## config.mk

```make
export PLATFORM = sky130hd
export DESIGN_NAME = mbist_seq_flat
export DESIGN_NICKNAME = d
export VERILOG_FILES = /design/src/rtl/mbist_seq_if.sv /design/src/rtl/mbist_seq.sv /design/src/flat_wrapper.sv
export SDC_FILE = /design/constraint.sdc
export NUM_CORES = 1
export LEC_CHECK = 0
export ABC_AREA = 1
export CAP_MARGIN = 20
export CORE_ASPECT_RATIO = 0.75
export CORE_MARGIN = 8
export CORE_UTILIZATION = 35
export CTS_BUF_LIST = sky130_fd_sc_hd__clkbuf_8
export DETAILED_ROUTE_END_ITERATION = 7
export SLEW_MARGIN = 30
export SYNTH_ARGS = -nofsm -noshare
export SYNTH_HDL_FRONTEND = slang
export SYNTH_SLANG_ARGS = --single-unit
export TNS_END_PERCENT = 30
```

## constraint.sdc

```tcl
create_clock -name wb_clk_i -period 5.5 [get_ports wb_clk_i]
set_input_delay 0.825 -clock wb_clk_i [delete_from_list [all_inputs] [get_ports wb_clk_i]]
set_output_delay 0.825 -clock wb_clk_i [all_outputs]
set_load 0.02 [all_outputs]
```

## src/rtl/mbist_seq_if.sv

```systemverilog
// Control and serial-test bundle between the configuration register block,
// the MBIST sequencer and the MBIST wrapper's serial port.
interface mbist_seq_if #(
  parameter int BIST_NO_SRAM = 4,
  parameter int BIST_ADDR_WD = 9,
  parameter int CHAIN_LEN    = BIST_NO_SRAM * BIST_ADDR_WD,
  parameter int TMO_WD       = 20
);
  // start_i is a one-cycle request taken only when the sequencer is idle (busy_o=0);
  // done_o is the matching one-cycle completion pulse. Results are valid from done_o.
  logic                    start_i;
  logic                    abort_i;
  logic [CHAIN_LEN-1:0]    load_vec_i;
  logic [TMO_WD-1:0]       tmo_limit_i;
  logic                    bist_en_o;
  logic                    bist_run_o;
  logic                    bist_shift_o;
  logic                    bist_load_o;
  logic                    bist_sdi_o;
  logic                    bist_done_i;
  logic                    bist_sdo_i;
  logic [BIST_NO_SRAM-1:0] bist_error_i;
  logic                    busy_o;
  logic                    done_o;
  logic                    pass_o;
  logic                    timeout_o;
  logic [CHAIN_LEN-1:0]    result_vec_o;
  logic [2:0]              dbg_state;

  modport master (
    input  start_i, abort_i, load_vec_i, tmo_limit_i,
           bist_done_i, bist_sdo_i, bist_error_i,
    output bist_en_o, bist_run_o, bist_shift_o, bist_load_o, bist_sdi_o,
           busy_o, done_o, pass_o, timeout_o, result_vec_o, dbg_state
  );

  modport slave (
    output start_i, abort_i, load_vec_i, tmo_limit_i,
           bist_done_i, bist_sdo_i, bist_error_i,
    input  bist_en_o, bist_run_o, bist_shift_o, bist_load_o, bist_sdi_o,
           busy_o, done_o, pass_o, timeout_o, result_vec_o, dbg_state
  );
endinterface

```

## src/rtl/mbist_seq.sv

```systemverilog
// MBIST sequencer: preload repair chain, load, run, unload error chain.
// Optional RUN timeout is enabled by defining MBIST_SEQ_TIMEOUT_EN.
module mbist_seq #(
  parameter int BIST_NO_SRAM = 4,
  parameter int BIST_ADDR_WD = 9,
  parameter int CHAIN_LEN    = BIST_NO_SRAM * BIST_ADDR_WD,
  parameter int TMO_WD       = 20
) (
  input  logic         wb_clk_i,
  input  logic         wb_rst_i,
  mbist_seq_if.master  bus
);
  localparam int                CNT_WD   = $clog2(CHAIN_LEN);
  localparam logic [CNT_WD-1:0] CNT_LAST = CNT_WD'(CHAIN_LEN - 1);

  typedef enum logic [2:0] {
    S_IDLE    = 3'd0,
    S_PRELOAD = 3'd1,
    S_LOAD    = 3'd2,
    S_RUN     = 3'd3,
    S_UNLOAD  = 3'd4,
    S_DONE    = 3'd5
  } state_t;

  state_t               state, next_state;
  logic [CNT_WD-1:0]    cnt, cnt_d;
  logic [CHAIN_LEN-1:0] shadow, shadow_d;
  logic [CHAIN_LEN-1:0] result_q, result_d;
  logic                 run_seen;
  logic                 done_ok, tmo_hit, launch;
  logic en_q, run_q, shift_q, load_q, sdi_q, busy_q, done_q, pass_q, tmo_q;
  logic en_d, run_d, shift_d, load_d, sdi_d, busy_d, done_d, pass_d, tmo_d;

  // bist_done_i is only trusted from the second RUN cycle on.
  assign done_ok = (state == S_RUN) && run_seen && bus.bist_done_i;
  assign launch  = (state == S_IDLE) && (next_state == S_PRELOAD);

`ifdef MBIST_SEQ_TIMEOUT_EN
  logic [TMO_WD-1:0] tmo_cnt, tmo_lim;
  assign tmo_lim = (bus.tmo_limit_i == '0) ? TMO_WD'(1) : bus.tmo_limit_i;
  assign tmo_hit = (state == S_RUN) && !done_ok && (tmo_cnt == tmo_lim - TMO_WD'(1));

  always_ff @(posedge wb_clk_i) begin
    if (wb_rst_i || state != S_RUN) tmo_cnt <= '0;
    else                            tmo_cnt <= tmo_cnt + TMO_WD'(1);
  end
`else
  logic unused_tmo;
  assign unused_tmo = ^bus.tmo_limit_i;
  assign tmo_hit    = 1'b0;
`endif

  always_ff @(posedge wb_clk_i) begin
    if (wb_rst_i) state <= S_IDLE;
    else          state <= next_state;
  end

  always_comb begin
    next_state = state;
    unique case (state)
      S_IDLE:    if (bus.start_i)       next_state = S_PRELOAD;
      S_PRELOAD: if (cnt == CNT_LAST)   next_state = S_LOAD;
      S_LOAD:                           next_state = S_RUN;
      S_RUN:     if (done_ok || tmo_hit) next_state = S_UNLOAD;
      S_UNLOAD:  if (cnt == CNT_LAST)   next_state = S_DONE;
      S_DONE:                           next_state = S_IDLE;
      default:                          next_state = S_IDLE;
    endcase
    if (bus.abort_i) next_state = S_IDLE;
  end

  // Outputs are computed from next_state so they are registered yet line up with the state.
  always_comb begin
    cnt_d    = cnt;
    shadow_d = shadow;
    result_d = result_q;
    pass_d   = pass_q;
    tmo_d    = tmo_q;
    if (next_state != state)                          cnt_d = '0;
    else if (state == S_PRELOAD || state == S_UNLOAD) cnt_d = cnt + CNT_WD'(1);
    if (launch) begin
      shadow_d = bus.load_vec_i;
      result_d = '0;
      pass_d   = 1'b0;
      tmo_d    = 1'b0;
    end
    if (done_ok) pass_d = ~|bus.bist_error_i;
    if (tmo_hit) begin
      tmo_d  = 1'b1;
      pass_d = 1'b0;
    end
    if (state == S_UNLOAD) result_d[cnt] = bus.bist_sdo_i;
    if (bus.abort_i) pass_d = 1'b0;
    en_d    = (next_state == S_PRELOAD) || (next_state == S_LOAD) ||
              (next_state == S_RUN)     || (next_state == S_UNLOAD);
    shift_d = (next_state == S_PRELOAD) || (next_state == S_UNLOAD);
    load_d  = (next_state == S_LOAD);
    run_d   = (next_state == S_RUN);
    sdi_d   = (next_state == S_PRELOAD) ? shadow_d[cnt_d] : 1'b0;
    busy_d  = (next_state != S_IDLE);
    done_d  = (next_state == S_DONE);
  end

  always_ff @(posedge wb_clk_i) begin
    if (wb_rst_i) begin
      cnt      <= '0;
      shadow   <= '0;
      result_q <= '0;
      run_seen <= 1'b0;
      en_q     <= 1'b0;
      run_q    <= 1'b0;
      shift_q  <= 1'b0;
      load_q   <= 1'b0;
      sdi_q    <= 1'b0;
      busy_q   <= 1'b0;
      done_q   <= 1'b0;
      pass_q   <= 1'b0;
      tmo_q    <= 1'b0;
    end else begin
      cnt      <= cnt_d;
      shadow   <= shadow_d;
      result_q <= result_d;
      run_seen <= (state == S_RUN);
      en_q     <= en_d;
      run_q    <= run_d;
      shift_q  <= shift_d;
      load_q   <= load_d;
      sdi_q    <= sdi_d;
      busy_q   <= busy_d;
      done_q   <= done_d;
      pass_q   <= pass_d;
      tmo_q    <= tmo_d;
    end
  end

  assign bus.bist_en_o    = en_q;
  assign bus.bist_run_o   = run_q;
  assign bus.bist_shift_o = shift_q;
  assign bus.bist_load_o  = load_q;
  assign bus.bist_sdi_o   = sdi_q;
  assign bus.busy_o       = busy_q;
  assign bus.done_o       = done_q;
  assign bus.pass_o       = pass_q;
  assign bus.timeout_o    = tmo_q;
  assign bus.result_vec_o = result_q;
  assign bus.dbg_state    = state;
endmodule

```

## src/flat_wrapper.sv

```systemverilog
// flat-port wrapper written by rule: the top's interface ports become plain ports
module mbist_seq_flat 
#(
  parameter int BIST_NO_SRAM = 4,
  parameter int BIST_ADDR_WD = 9,
  parameter int CHAIN_LEN    = BIST_NO_SRAM * BIST_ADDR_WD,
  parameter int TMO_WD       = 20
)
  (wb_clk_i, wb_rst_i, bus_start_i, bus_abort_i, bus_load_vec_i, bus_tmo_limit_i, bus_bist_done_i, bus_bist_sdo_i, bus_bist_error_i, bus_bist_en_o, bus_bist_run_o, bus_bist_shift_o, bus_bist_load_o, bus_bist_sdi_o, bus_busy_o, bus_done_o, bus_pass_o, bus_timeout_o, bus_result_vec_o, bus_dbg_state);
  mbist_seq_if #(.BIST_NO_SRAM(BIST_NO_SRAM), .BIST_ADDR_WD(BIST_ADDR_WD), .CHAIN_LEN(CHAIN_LEN), .TMO_WD(TMO_WD)) bus_i ();
  input  logic wb_clk_i;
  input  logic wb_rst_i;
  input wire logic [$bits(bus_i.start_i)-1:0] bus_start_i;
  input wire logic [$bits(bus_i.abort_i)-1:0] bus_abort_i;
  input wire logic [$bits(bus_i.load_vec_i)-1:0] bus_load_vec_i;
  input wire logic [$bits(bus_i.tmo_limit_i)-1:0] bus_tmo_limit_i;
  input wire logic [$bits(bus_i.bist_done_i)-1:0] bus_bist_done_i;
  input wire logic [$bits(bus_i.bist_sdo_i)-1:0] bus_bist_sdo_i;
  input wire logic [$bits(bus_i.bist_error_i)-1:0] bus_bist_error_i;
  output wire logic [$bits(bus_i.bist_en_o)-1:0] bus_bist_en_o;
  output wire logic [$bits(bus_i.bist_run_o)-1:0] bus_bist_run_o;
  output wire logic [$bits(bus_i.bist_shift_o)-1:0] bus_bist_shift_o;
  output wire logic [$bits(bus_i.bist_load_o)-1:0] bus_bist_load_o;
  output wire logic [$bits(bus_i.bist_sdi_o)-1:0] bus_bist_sdi_o;
  output wire logic [$bits(bus_i.busy_o)-1:0] bus_busy_o;
  output wire logic [$bits(bus_i.done_o)-1:0] bus_done_o;
  output wire logic [$bits(bus_i.pass_o)-1:0] bus_pass_o;
  output wire logic [$bits(bus_i.timeout_o)-1:0] bus_timeout_o;
  output wire logic [$bits(bus_i.result_vec_o)-1:0] bus_result_vec_o;
  output wire logic [$bits(bus_i.dbg_state)-1:0] bus_dbg_state;
  assign bus_i.start_i = bus_start_i;
  assign bus_i.abort_i = bus_abort_i;
  assign bus_i.load_vec_i = bus_load_vec_i;
  assign bus_i.tmo_limit_i = bus_tmo_limit_i;
  assign bus_i.bist_done_i = bus_bist_done_i;
  assign bus_i.bist_sdo_i = bus_bist_sdo_i;
  assign bus_i.bist_error_i = bus_bist_error_i;
  assign bus_bist_en_o = bus_i.bist_en_o;
  assign bus_bist_run_o = bus_i.bist_run_o;
  assign bus_bist_shift_o = bus_i.bist_shift_o;
  assign bus_bist_load_o = bus_i.bist_load_o;
  assign bus_bist_sdi_o = bus_i.bist_sdi_o;
  assign bus_busy_o = bus_i.busy_o;
  assign bus_done_o = bus_i.done_o;
  assign bus_pass_o = bus_i.pass_o;
  assign bus_timeout_o = bus_i.timeout_o;
  assign bus_result_vec_o = bus_i.result_vec_o;
  assign bus_dbg_state = bus_i.dbg_state;
  mbist_seq #(.BIST_NO_SRAM(BIST_NO_SRAM), .BIST_ADDR_WD(BIST_ADDR_WD), .CHAIN_LEN(CHAIN_LEN), .TMO_WD(TMO_WD)) u_core (.wb_clk_i(wb_clk_i), .wb_rst_i(wb_rst_i), .bus(bus_i));
endmodule
```

# == After elaboration in Yosys (flattened, before gate mapping) ==
# Cells that the tools add are included.
# Widths: inputs -> output; s select.
# word_totals
ff_bits,90
input_bits,66
out_inout_bits,48
word_cells,63
# op_classes
add_sub_neg,1
magnitude_cmp,3
n_eq_ne,11
n_mux,18
n_bitwise,1
n_reduce_logical,16
# ops
op,count
$mux 36,3
$bwmux 36,1
$mux 3,5
$pmux 3 s5,1
$lt 6x7->1 const B,2
$eq 3x2->1 const B,4
$mux 6,2
$eq 3x3->1 const B,3
$add 6x1->6 const B,1
$bmux 1 s6,1
$demux 1 s6,1
$eq 3x1->1 const B,2
$eq 6x6->1 const B,1
$ge 6x1->1 const B,1
$logic_or 1x1->1,5
$logic_and 1x1->1,4
$mux 1,4
$reduce_or 2->1,2
$reduce_or 4->1,1
$logic_not 3->1,1
$ne 3x3->1,1
$reduce_bool 3->1,1
$reduce_bool 2->1,1
$logic_not 1->1,1
$not 1->1,1

# == Logic depth before layout (Yosys ltp) ==
# logic_depth
depth_word,11
depth_mapped,22
depth_no_buf,22

# == Worst setup path before layout ==
# OpenSTA, ideal clock, no wires.
# synth_timing
path_type,input port to flip-flop
start,input bus_bist_done_i
end,register u_core.sdi_q (netlist: u_core.bus.bist_sdi_o)
setup_ns,0.115
t_arrival_ns,2.388
required_ns,5.385
slack_ns,2.997
path_stages,18
path_buffers,1
cell_sequence,nand2_1 -> nand2_1 -> nand2_1 -> nor2_1 -> nand4_2 -> nor2_4 -> buf_6 -> nand2_1 -> o21ai_0 -> nand2_1 -> nand3_1 -> nand3_1 -> nand3_1 -> nand2_1 -> inv_1 -> nand2_1 -> nand2_1 -> a21oi_2
# synth_between
elab_chain_cells,9
word_cells_on_any_way,13
cone_classes,eq/ne: 2; mux: 7; bitwise: 1; reduce/logical: 3
# synth_rtl
item,line_no,rtl
"start, declared",flat_wrapper.sv:17,input wire logic [$bits(bus_i.bist_done_i)-1:0] bus_bist_done_i;
$logic_and 1x1->1 (*),mbist_seq.sv:35,assign done_ok = (state == S_RUN) && run_seen && bus.bist_done_i;
$mux 3 (*),mbist_seq.sv:64,S_RUN: if (done_ok || tmo_hit) next_state = S_UNLOAD;
$pmux 3 s5 (*),mbist_seq.sv:60,unique case (state)
$mux 3 (*),mbist_seq.sv:69,if (bus.abort_i) next_state = S_IDLE;
$eq 3x1->1,"mbist_seq.sv:36, mbist_seq.sv:99",
$logic_and 1x1->1,mbist_seq.sv:36,assign launch = (state == S_IDLE) && (next_state == S_PRELOAD);
$mux 36,mbist_seq.sv:81,if (launch) begin
$bmux 1 s6,mbist_seq.sv:99,sdi_d = (next_state == S_PRELOAD) ? shadow_d[cnt_d] : 1'b0;
$mux 1 (implied by the code),mbist_seq.sv:99,
"end signal, assigned",mbist_seq.sv:128,sdi_q <= sdi_d;
"end, declared",mbist_seq.sv:31,"logic en_q, run_q, shift_q, load_q, sdi_q, busy_q, done_q, pass_q, tmo_q;"
# Mark *: on every way between the ends. The rest lies on a longest branch, timed or not. The select of a mux whose other input is x is not followed.
# A chain may end at the register's enable or synchronous reset.

# == Worst setup path after layout ==
# Ends and elaborated chain as after synthesis.

==> metrics.json <==
{
  "outcome": "finished clean",
  "synthesis.yosys.warnings": 0,
  "ff_latch_area_mm2": 0.00180,
  "layout-drive-gt1-share_pct": 6.60,
  "worst_slack_ns": 2.08,
  "wire_length_of_the_first_global_routing_pass_um": 19400,
  "dr_total_vias": 4182,
  "timing.critical_path.slowest_stage_cell": "clkdlybuf4s50_1",
  "unrepaired_setup_endpoints_after_global_routing": "no",
  "post_cts_hold_buffer_count": 0,
  "power.static_leakage_nw": 2.23,
  "chipHeight_um": 112,
  "drt_drc_violations_left": 0,
  "floorplan.die_area_mm2": 0.0162,
  "finalInstanceArea_mm2": 0.00549,
  "cts_tree": "built",
  "final_cell_count_no_fill": 893,
  "yosysTopAreaCell": "dfxtp_1",
  "power.density_cell_area_mw_per_mm2": 229,
  "fin_tns_setup_ns": 0,
  "yosys.area_share.simple_pct": 33.5,
  "area.growth.synth_to_final_pct": 26.9,
  "setup_viol": 0,
  "synth_cell_type_count": 35,
  "placedCellCount": 876,
  "numPortBuffers": 92,
  "wl_per_cell_um": 13.1,
  "max_clock_freq_mhz": 293,
  "crit_family": "simple AND/OR/NAND/NOR gates",
  "largest_stage_delay_worst_path_ns": 0.45,
  "synth_compound_area_share_pct": 14.1,
  "syn_inst": 644,
  "initialDrtViolationCount": 249,
  "worstSetupStartpointType": "input port",
  "first_pass_iters": 5,
  "timing.critical_path.required_ns": 5.75,
  "floorplan.die.width_um": 144,
  "xor_xnor_share_of_the_synthesized_area_pct": 0.810,
  "syn_nets": 711,
  "drt.antenna.violating_nets": 0,
  "cp_common_cell": "nand2_1",
  "cp_cell_sequence": "clkdlybuf4s50_1 -> nand2_1 -> nand2_1 -> nand2_1 -> inv_1 -> nand3_2 -> nand2_1 -> nand2_1 -> nand2_2 -> nor2_4 -> nand2_1 -> clkinv_1 -> nand3_1 -> nand2_1 -> nand2_1 -> nand2_1 -> nand2_1 -> nand2_1 -> inv_1 -> nand2_1 -> nand2_1 -> a21oi_2",
  "placement.cell_area_mm2": 0.00529,
  "report.final.hold_viol_count": 0,
  "grt_start_max_net_pins": 53,
  "seq_area_frac_synth_pct": 41.7,
  "max_slew_headroom_at_the_worst_pin_pct": 36.5,
  "start_util_pct": 35.5,
  "core_area_mm2": 0.0122,
  "vdd_ir_drop_max_v": 0.0000977,
  "netlist_area_pre_place_mm2": 0.00432,
  "tritoncts.num_buffers": 9,
  "preCtsSetupSlack_ns": 1.68,
  "clockRootBuffer": "clkbuf_8",
  "num-fill-cells": 1283,
  "timing.hold.ws_ns": 0.464,
  "tightestPinTransition_ns": 0.945,
  "numClockSinks": 90,
  "finalCritPeriodShare_pct": 62.1,
  "final_nets": 789,
  "post_cts_resize_count": 0,
  "setup.worst_path.class": "in -> reg",
  "clock-skew-final_ns": 0.0109,
  "routed_via_density": 4.68,
  "synth.ff_latch_count": 90,
  "min-delay-path-class": "reg -> reg",
  "main_combinational_cell_family_by_area_after_synthesis": "simple AND/OR/NAND/NOR gates",
  "post-cts-setup-buffers": 0,
  "clockBufferDepth": 2,
  "multiInputGateArea_mm2": 0.00212,
  "synthMuxAreaShare_pct": 0,
  "row_count": 35,
  "critPathCaptureType": "flip-flop",
  "grt.total_usage_pct": 14.7,
  "clk_latency_ns": 0.36,
  "detailed_place_hpwl_um": 8470,
  "antenna_violations_before_repair": 0,
  "timing.critical_path.arrival_ns": 3.67,
  "critPathBufInv": 4,
  "timing.max_cap.violations": 0,
  "final_period_minus_worst_setup_slack_ns": 3.42,
  "final_max_slew_viol_count": 0,
  "synth_fa_ha_area_share_pct": 0.289,
  "worst_path_maximum_fanout": 11,
  "synth_top_cell_area_share_pct": 41.7,
  "routed_wl_um": 11700,
  "insertedDiodeCount": 0,
  "gp_congestion": 0.820,
  "cts_max_level": 3,
  "grt_pass1_vias": 4091,
  "global_route.overflow_total": 0,
  "cts.reportedPaths.clkPinSlew_ns": 0.08,
  "floorplan.io_pins": 114,
  "synth_top_cells_by_area": "dfxtp_1 42%, nand2_1 19%, a21oi_1 6.4%",
  "avgSynthCellArea_um2": 6.71
}
[metrics by stage]
stage          util (%)  power, mW
3_3_place_gp       43.5      0.872
4_1_cts            44.8       1.27
3_5_place_dp       43.5      0.876
5_1_grt            45.1       1.33
6_report           45.1       1.26
2_1_floorplan         -      0.819
[cell type report]
cell class	instances	share of cell area, %
flip-flops and latches	90	32.8
multi-input cells	462	38.6
repair buffers	95	17.4
well taps	166	3.78
inverters	64	4.38
clock inverters	6	0.502
clock buffers	10	2.51
[where the power goes]
group / internal, mW / switching, mW
combinational: 0.0750 / 0.112
clock: 0.170 / 0.225
sequential: 0.670 / 0.00570
total: 0.915 / 0.343
[placed cells by master, fill, tap and decap left out, types with 3 or more instances in the layout]
cell	netlist	final
nor4_1	3	3
o21ai_1	6	6
nor2_4	4	4
xor2_1	3	3
clkdlybuf4s50_1	0	90
nor2_1	55	55
dfxtp_1	90	90
nand2_1	215	215
clkbuf_8	0	10
o21ai_0	48	48
a21oi_1	55	55
nand2_2	9	9
nor3_1	7	5
inv_1	61	65
nor2_2	4	4
nand3_1	36	36
[path summary, 6_finish.rpt]
check / from / to / slack, ns / cells after the start
max: bus_bist_done_i / u_core.bus.bist_sdi_o / 2.08 / 22
min: u_core.bus.result_vec_o[4] / u_core.bus.result_vec_o[4] / 0.46 / 2
max reg2reg: u_core.cnt[1] / u_core.bus.bist_sdi_o / 2.41 / 22
min reg2reg: u_core.bus.result_vec_o[4] / u_core.bus.result_vec_o[4] / 0.46 / 2
[state kept, by name, summed over array words and instances, names as in the netlist, 3 cells and up]
register / count
u_core.bus.result_vec_o: 36
u_core.shadow: 36
u_core.cnt: 6
u_core.bus.dbg_state: 3
[kinds of logic after synthesis]
kind of cell    after synthesis
compound gates              116
xor+xnor                      4
fa+ha+maj                     1
buf+inv                      92
flops                        90
other cells                   1
simple gates                340
[routing by layer]
metal	track usage, %	vias to the layer above	routed length [um]
met5	0	-	0
met4	5.12	0	174
met3	3.86	11	648
met2	23.2	80	5310
met1	18.9	1909	5580
li1	-	2182	-
[cells in the mapped netlist, drive strengths merged]
library cell / number
xor2: 3
o21ai: 57
o31ai: 1
clkinv: 1
ha: 1
nand2: 226
a21oi: 56
dfxtp: 90
conb: 1
o21bai: 2
nand4: 2
nor2: 63
buf: 16
clkbuf: 12
xnor2: 1
nor3: 8
or2: 1
inv: 63
nor4: 3
nand3: 37
[worst register-to-register path: stages, from the launching register on]
cell	delay, ns
dfxtp_1	0.40
ha_1	0.19
inv_1	0.06
nor2_1	0.08
nand3_1	0.13
nand2_1	0.11
nand3_2	0.13
nand2_1	0.14
nand2_1	0.08
nand2_2	0.13
nor2_4	0.06
nand2_1	0.37
clkinv_1	0.43
nand3_1	0.20
nand2_1	0.07
nand2_1	0.06
nand2_1	0.07
nand2_1	0.06
nand2_1	0.04
inv_1	0.04
nand2_1	0.05
nand2_1	0.07
a21oi_2	0.05
(Power assumes the default switching activity.)
